File: config.mk
export PLATFORM = sky130hd
export DESIGN_NAME = wb_irqctrl_flat
export DESIGN_NICKNAME = d
export VERILOG_FILES = /design/src/rtl/wb_irqctrl_pkg.sv /design/src/rtl/wb_irqctrl_if.sv /design/src/rtl/wb_irqctrl_src_cell.sv /design/src/rtl/wb_irqctrl.sv /design/src/flat_wrapper.sv
export SDC_FILE = /design/constraint.sdc
export NUM_CORES = 1
export LEC_CHECK = 0
export CORE_ASPECT_RATIO = 0.5
export CORE_MARGIN = 5
export CORE_UTILIZATION = 31
export DETAILED_ROUTE_END_ITERATION = 12
export GPL_TIMING_DRIVEN = 0
export PLACE_DENSITY = 0.72
export SLEW_MARGIN = 0
export SYNTH_ARGS = -nofsm -noshare
export SYNTH_HDL_FRONTEND = slang
export SYNTH_SLANG_ARGS = --single-unit
File: constraint.sdc
create_clock -name clk -period 3.83 [get_ports clk]
set_input_delay 0.383 -clock clk [delete_from_list [all_inputs] [get_ports clk]]
set_output_delay 0.383 -clock clk [all_outputs]
set_load 0.02 [all_outputs]
File: src/rtl/wb_irqctrl_pkg.sv
// irqctrl_pkg: shared constants and types for the wb_irqctrl interrupt controller.
//   IRQ_*_OFS   : register byte offsets inside the 16-byte slave slot
//   IRQ_MAX_SRC : upper bound on the number of interrupt sources
//   irq_type_e  : per-source trigger type (level or edge)
package irqctrl_pkg;
    localparam logic [3:0] IRQ_PENDING_OFS = 4'h0;
    localparam logic [3:0] IRQ_ENABLE_OFS  = 4'h4;
    localparam logic [3:0] IRQ_TYPE_OFS    = 4'h8;
    localparam logic [3:0] IRQ_CLAIM_OFS   = 4'hC;
    localparam int         IRQ_MAX_SRC     = 15;

    typedef enum logic {
        IRQ_LEVEL = 1'b0,
        IRQ_EDGE  = 1'b1
    } irq_type_e;
endpackage

File: src/rtl/wb_irqctrl_if.sv
// wb_if: Wishbone pipelined bus, 32-bit data, byte address.
//   master drives cyc/stb/we/adr/sel/dat_i; slave drives dat_o/ack/stall/err.
interface wb_if;
    logic        cyc;
    logic        stb;
    logic        we;
    logic [31:0] adr;
    logic [3:0]  sel;
    logic [31:0] dat_i;   // write data, master to slave
    logic [31:0] dat_o;   // read data, slave to master
    logic        ack;
    logic        stall;
    logic        err;

    modport master (output cyc, stb, we, adr, sel, dat_i,
                    input  dat_o, ack, stall, err);
    modport slave  (input  cyc, stb, we, adr, sel, dat_i,
                    output dat_o, ack, stall, err);
endinterface

File: src/rtl/wb_irqctrl_src_cell.sv
// irqctrl_src_cell: one interrupt source - optional 2-flop synchronizer,
// previous-sample flop and pending flop.
//   clk, rst     : clock, synchronous active-high reset
//   i_src        : raw source line
//   i_type       : IRQ_EDGE latches rising edges, IRQ_LEVEL tracks the sample
//   i_w1c        : software clear (edge type only)
//   i_claim_clr  : clear from a CLAIM read (edge type only)
//   o_pend       : pending bit
// Build option: IRQCTRL_SYNC_EN adds the synchronizer ahead of edge detection.
module irqctrl_src_cell
    import irqctrl_pkg::*;
(
    input  logic      clk,
    input  logic      rst,
    input  logic      i_src,
    input  irq_type_e i_type,
    input  logic      i_w1c,
    input  logic      i_claim_clr,
    output logic      o_pend
);
    logic w_samp;
    logic w_set;
    logic r_prev;
    logic r_pend;

`ifdef IRQCTRL_SYNC_EN
    logic [1:0] r_sync;
    always_ff @(posedge clk) begin
        if (rst) r_sync <= '0;
        else     r_sync <= {r_sync[0], i_src};
    end
    assign w_samp = r_sync[1];
`else
    assign w_samp = i_src;
`endif

    assign w_set = w_samp & ~r_prev;

    always_ff @(posedge clk) begin
        if (rst) begin
            r_prev <= 1'b0;
            r_pend <= 1'b0;
        end else begin
            r_prev <= w_samp;
            if (i_type == IRQ_LEVEL)
                r_pend <= w_samp;
            else
                // a new edge outranks a clear landing in the same cycle
                r_pend <= w_set | (r_pend & ~(i_w1c | i_claim_clr));
        end
    end

    assign o_pend = r_pend;
endmodule

File: src/rtl/wb_irqctrl.sv
// wb_irqctrl: Wishbone interrupt controller feeding the core's external and
// fast interrupt inputs.
//   clk, rst      : clock, synchronous active-high reset
//   wb            : Wishbone pipelined slave (PENDING/ENABLE/TYPE/CLAIM)
//   irq_src       : NSRC raw interrupt lines, active-high
//   irq_external  : registered OR of enabled pending sources
//   irq_fast      : registered enabled-pending bits, zero above NSRC
// Build option: IRQCTRL_SYNC_EN (see irqctrl_src_cell).
module wb_irqctrl
    import irqctrl_pkg::*;
#(
    parameter int                     NSRC     = 8,
    parameter logic [IRQ_MAX_SRC-1:0] RST_TYPE = '0
) (
    input  logic                   clk,
    input  logic                   rst,
    wb_if.slave                    wb,
    input  logic [NSRC-1:0]        irq_src,
    output logic                   irq_external,
    output logic [IRQ_MAX_SRC-1:0] irq_fast
);
    logic                   w_acc, w_wr, w_rd;
    logic [3:0]             w_ofs;
    logic [NSRC-1:0]        w_bm, w_wd;
    logic [NSRC-1:0]        w_pend, w_ep;
    logic [NSRC-1:0]        w_w1c, w_claim_clr;
    logic [IRQ_MAX_SRC-1:0] w_ep_ext;
    logic                   w_claim_hit;
    logic [3:0]             w_claim_idx;
    logic [31:0]            w_rdata;
    logic                   w_unused;

    logic [NSRC-1:0]        r_enable, r_type;
    logic                   r_ack;
    logic [31:0]            r_dat;
    logic                   r_ext;
    logic [IRQ_MAX_SRC-1:0] r_fast;

    assign w_acc = wb.cyc & wb.stb;
    assign w_wr  = w_acc & wb.we;
    assign w_rd  = w_acc & ~wb.we;
    assign w_ofs = {wb.adr[3:2], 2'b00};
    assign w_unused = ^{wb.adr, wb.dat_i, wb.sel};

    // per-bit byte-lane mask and masked write data
    always_comb begin
        w_bm = '0;
        for (int i = 0; i < NSRC; i++) w_bm[i] = wb.sel[i/8];
    end
    assign w_wd = wb.dat_i[NSRC-1:0] & w_bm;

    assign w_ep = w_pend & r_enable;

    // lowest index wins: scan high to low so the last hit is the lowest
    always_comb begin
        w_claim_hit = 1'b0;
        w_claim_idx = '0;
        for (int i = NSRC-1; i >= 0; i--) begin
            if (w_ep[i]) begin
                w_claim_hit = 1'b1;
                w_claim_idx = 4'(i);
            end
        end
    end

    always_comb begin
        w_w1c       = '0;
        w_claim_clr = '0;
        w_ep_ext    = '0;
        w_ep_ext[NSRC-1:0] = w_ep;
        if (w_wr && w_ofs == IRQ_PENDING_OFS) w_w1c = w_wd;
        for (int i = 0; i < NSRC; i++)
            w_claim_clr[i] = w_rd && (w_ofs == IRQ_CLAIM_OFS) && w_claim_hit
                             && (w_claim_idx == 4'(i));
    end

    always_comb begin
        w_rdata = '0;
        case (w_ofs)
            IRQ_PENDING_OFS: w_rdata[NSRC-1:0] = w_pend;
            IRQ_ENABLE_OFS:  w_rdata[NSRC-1:0] = r_enable;
            IRQ_TYPE_OFS:    w_rdata[NSRC-1:0] = r_type;
            IRQ_CLAIM_OFS:   w_rdata[3:0]      = w_claim_hit ? w_claim_idx + 4'd1 : 4'd0;
            default:         w_rdata           = '0;
        endcase
    end

    for (genvar g = 0; g < NSRC; g++) begin : g_src
        irqctrl_src_cell u_cell (
            .clk         (clk),
            .rst         (rst),
            .i_src       (irq_src[g]),
            .i_type      (irq_type_e'(r_type[g])),
            .i_w1c       (w_w1c[g]),
            .i_claim_clr (w_claim_clr[g]),
            .o_pend      (w_pend[g])
        );
    end

    always_ff @(posedge clk) begin
        if (rst) begin
            r_enable <= '0;
            r_type   <= RST_TYPE[NSRC-1:0];
            r_ack    <= 1'b0;
            r_dat    <= '0;
            r_ext    <= 1'b0;
            r_fast   <= '0;
        end else begin
            r_ack <= w_acc;
            r_dat <= w_rd ? w_rdata : 32'd0;
            if (w_wr && w_ofs == IRQ_ENABLE_OFS) r_enable <= (r_enable & ~w_bm) | w_wd;
            if (w_wr && w_ofs == IRQ_TYPE_OFS)   r_type   <= (r_type & ~w_bm) | w_wd;
            r_fast <= w_ep_ext;
            r_ext  <= |w_ep;
        end
    end

    assign wb.ack       = r_ack;
    assign wb.dat_o     = r_dat;
    assign wb.stall     = 1'b0;
    assign wb.err       = 1'b0;
    assign irq_external = r_ext;
    assign irq_fast     = r_fast;
endmodule

File: src/flat_wrapper.sv
// flat-port wrapper written by rule: the top's interface ports become plain ports
module wb_irqctrl_flat import irqctrl_pkg::*;
#(
    parameter int                     NSRC     = 8,
    parameter logic [IRQ_MAX_SRC-1:0] RST_TYPE = '0
)
  (clk, rst, irq_src, irq_external, irq_fast, wb_cyc, wb_stb, wb_we, wb_adr, wb_sel, wb_dat_i, wb_dat_o, wb_ack, wb_stall, wb_err);
  wb_if wb_i ();
  input  logic clk;
  input  logic rst;
  input  logic [NSRC-1:0] irq_src;
  output logic irq_external;
  output logic [IRQ_MAX_SRC-1:0] irq_fast;
  input wire logic [$bits(wb_i.cyc)-1:0] wb_cyc;
  input wire logic [$bits(wb_i.stb)-1:0] wb_stb;
  input wire logic [$bits(wb_i.we)-1:0] wb_we;
  input wire logic [$bits(wb_i.adr)-1:0] wb_adr;
  input wire logic [$bits(wb_i.sel)-1:0] wb_sel;
  input wire logic [$bits(wb_i.dat_i)-1:0] wb_dat_i;
  output wire logic [$bits(wb_i.dat_o)-1:0] wb_dat_o;
  output wire logic [$bits(wb_i.ack)-1:0] wb_ack;
  output wire logic [$bits(wb_i.stall)-1:0] wb_stall;
  output wire logic [$bits(wb_i.err)-1:0] wb_err;
  assign wb_i.cyc = wb_cyc;
  assign wb_i.stb = wb_stb;
  assign wb_i.we = wb_we;
  assign wb_i.adr = wb_adr;
  assign wb_i.sel = wb_sel;
  assign wb_i.dat_i = wb_dat_i;
  assign wb_dat_o = wb_i.dat_o;
  assign wb_ack = wb_i.ack;
  assign wb_stall = wb_i.stall;
  assign wb_err = wb_i.err;
  wb_irqctrl #(.NSRC(NSRC), .RST_TYPE(RST_TYPE)) u_core (.clk(clk), .rst(rst), .wb(wb_i), .irq_src(irq_src), .irq_external(irq_external), .irq_fast(irq_fast));
endmodule
==> flow_summary.toml <==
[run_status]
run_status = "finished clean"

[synthesis]
yosys_warnings = 0
synth-edff-count = 0
synth_top_area_share_pct = 42.1
synth_flop_cell = "dfxtp_1"
synth-seq-cells = 50
synthCells = 265
post-synth-top-area-cell = "dfxtp_1"
synth-seq-area-share_pct = 42.1
synth_area_per_cell_um2 = 8.98
synthArstFlopShare_pct = 0
netlist_area_um2 = 2380
synth_area_leaders = "dfxtp_1, buf_4, mux2i_1"
synthTopCellsByCount = "dfxtp_1, nor2_1, buf_4"
yosysMostFrequentCell = "dfxtp_1"
synth_cell_type_count = 42

[critical_path]
arrival_ns = 2.19
critPathKind = "in2reg"
critPathMaxFanout = 7
worstPathRequired_ns = 4.01
critPathCaptureType = "flop"
start_kind = "primary input"
rr_worst_depth = 5
rrSetupSlack_ns = 1.98
rr_endpoint = "u_core.wb.dat_o[2]"

[drt]
drt_first_iter_violations = 138
dr.pass1.iters = 4
via_count = 1982
viasPerCell = 4.49
final_antenna_net_count = 0
drt-total-wl_mm = 5.77
drc = 0
avgRoutedWirePerCell_um = 13.1

[min_path]
min_from = "u_core.g_src[7].u_cell.r_prev"
hold_class = "reg2reg"
hold-path-endpoint = "u_core.g_src[7].u_cell.o_pend"
hold_depth = 2

[cells_and_area]
n_antenna_cell = 0
nNetsFinal = 429
stdcell_area_um2 = 3170
final_cells = 441
fillers = 736
drive_gt1_share_pct = 14.8
area_growth_pct = 33.1

[power]
ir_worst_vdd_uv = 216
leakagePower_nw = 1.28
powerDensity_nw_per_um2 = 343

[timing]
worstMarginPinSlew_ns = 0.843
setup_violations = 0
final.setup.tns_ns = 0
finalHoldViolCount = 0
rsz0062_at_grt = "no"
skew_ns = 0.00773
worst_slack_ns = 1.81
whs_ns = 0.487
finalMaxSlewViolations = 0
min_period_over_period_pct = 52.7
fin_crit_ns = 2.02
max_slew_margin_pct = 43.3
fmax_mhz = 495

[grt]
grt_max_degree = 15
grt_pass1_wl_mm = 9.41
antenna_found_initial = 0
groute.usage.overall_pct = 12.0
grt_pass1_vias = 1921
overflow = 0

[clocking]
clkTransAtPathRegs_ns = 0.06
cts_buffers = 5
clock-root-buffer = "clkbuf_16"
postCtsSetupBuffers = 0
cts_num_sinks = 50
cts_tree = "yes"
cts_resized = 0
cts_buffer_depth = 2
htreeDepth = 2
insertion_delay_ns = 0.28
postCtsHoldBufs = 0

[floorplan]
start_util_pct = 32.1
ios = 132
die_w_um = 134
die_h_um = 72.0
num_rows = 22
core-area_um2 = 7400
die_area_um2 = 9640

[place]
io_buffers = 41
place_ws_ns = 1.54
dp_hpwl_mm = 4.43
placed_area_um2 = 3030
place_inst = 434
gp_congestion = 0.858

[flow_run]
drv_cap = 0
[cells by family (layout without fill, tap and decap cells)]
kind of cell | count (synthesis) | after routing | synth area share, %
other | 1 | 33 | 0.158
AND/OR/NAND/NOR | 99 | 99 | 18.6
flip-flops | 50 | 50 | 42.1
buffers and inverters | 46 | 94 | 13.4
adder cells (fa/ha/maj) | 3 | 3 | 1.58
AO/OA/AOI/OAI | 42 | 42 | 14.1
multiplexers | 24 | 24 | 10.1
[cells in the final DEF (no fill, tap or decap), types with 3 or more instances in the layout]
master	instances
dfxtp_1	50
nor2_1	42
clkdlybuf4s50_1	41
buf_4	33
conb_1	33
nand2_1	31
mux2i_1	24
nor2b_1	11
a22o_1	9
a211oi_1	7
a21oi_1	7
clkbuf_1	5
clkbuf_16	5
inv_1	3
buf_2	3
nand3_1	3
ha_1	3
[critical path, stage by stage]
cell and delay [ns]:
clkdlybuf4s50_1 0.48, nand2_1 0.12, nor3_1 0.71, nand3_1 0.23, a22o_1 0.27
[layout make-up]
cell class / instances / area, um^2 / area share [%]
timing repair buffer: 41 / 410 / 13.0
multi-input combinational: 201 / 1180 / 37.3
sequential: 50 / 1000 / 31.6
buffer: 43 / 307 / 9.68
clock inverter: 1 / 7.51 / 0.237
inverter: 3 / 11.3 / 0.356
clock buffer: 6 / 129 / 4.07
tap: 96 / 120 / 3.79
[how the worst max path moves through the flow]
| stage | startpoint | end | slack [ns] | cells after the start |
|---|---|---|---|---|
| after floorplan | u_core.g_src[2].u_cell.o_pend | u_core.wb.dat_o[2] | 2.24 | 5 |
| after global placement | wb_adr[2] | u_core.g_src[5].u_cell.o_pend | 1.52 | 5 |
| after detailed placement | wb_adr[3] | u_core.g_src[5].u_cell.o_pend | 1.54 | 5 |
| after CTS | wb_stb | u_core.g_src[5].u_cell.o_pend | 1.83 | 5 |
| after global routing | wb_stb | u_core.g_src[5].u_cell.o_pend | 1.70 | 5 |
| final | wb_stb | u_core.g_src[5].u_cell.o_pend | 1.81 | 5 |
[layer usage]
metal	vias up	routed length, um	global-route usage (%)
li1	1004	-	-
met1	905	2760	16.7
met2	71	2540	19.2
met3	2	433	2.84
met4	0	34	2.74
met5	-	0	0
[power breakdown]
group	leakage (nW)	internal, W	total (W)	switching, W
clock	0.0629	0.000238	0.000412	0.000174
combinational	0.806	0.0000620	0.000132	0.0000697
sequential	0.407	0.000531	0.000541	0.00000929
[stage by stage]
| stage | power [W] | util (%) |
|---|---|---|
| 3_5_place_dp | 0.000682 | 40.9 |
| 2_1_floorplan | 0.000639 | - |
| 5_1_grt | 0.00113 | 42.8 |
| 4_1_cts | 0.00109 | 42.8 |
| 3_3_place_gp | 0.000681 | 40.9 |
| 6_report | 0.00108 | 42.8 |
Power figures use the tool's default switching activity.
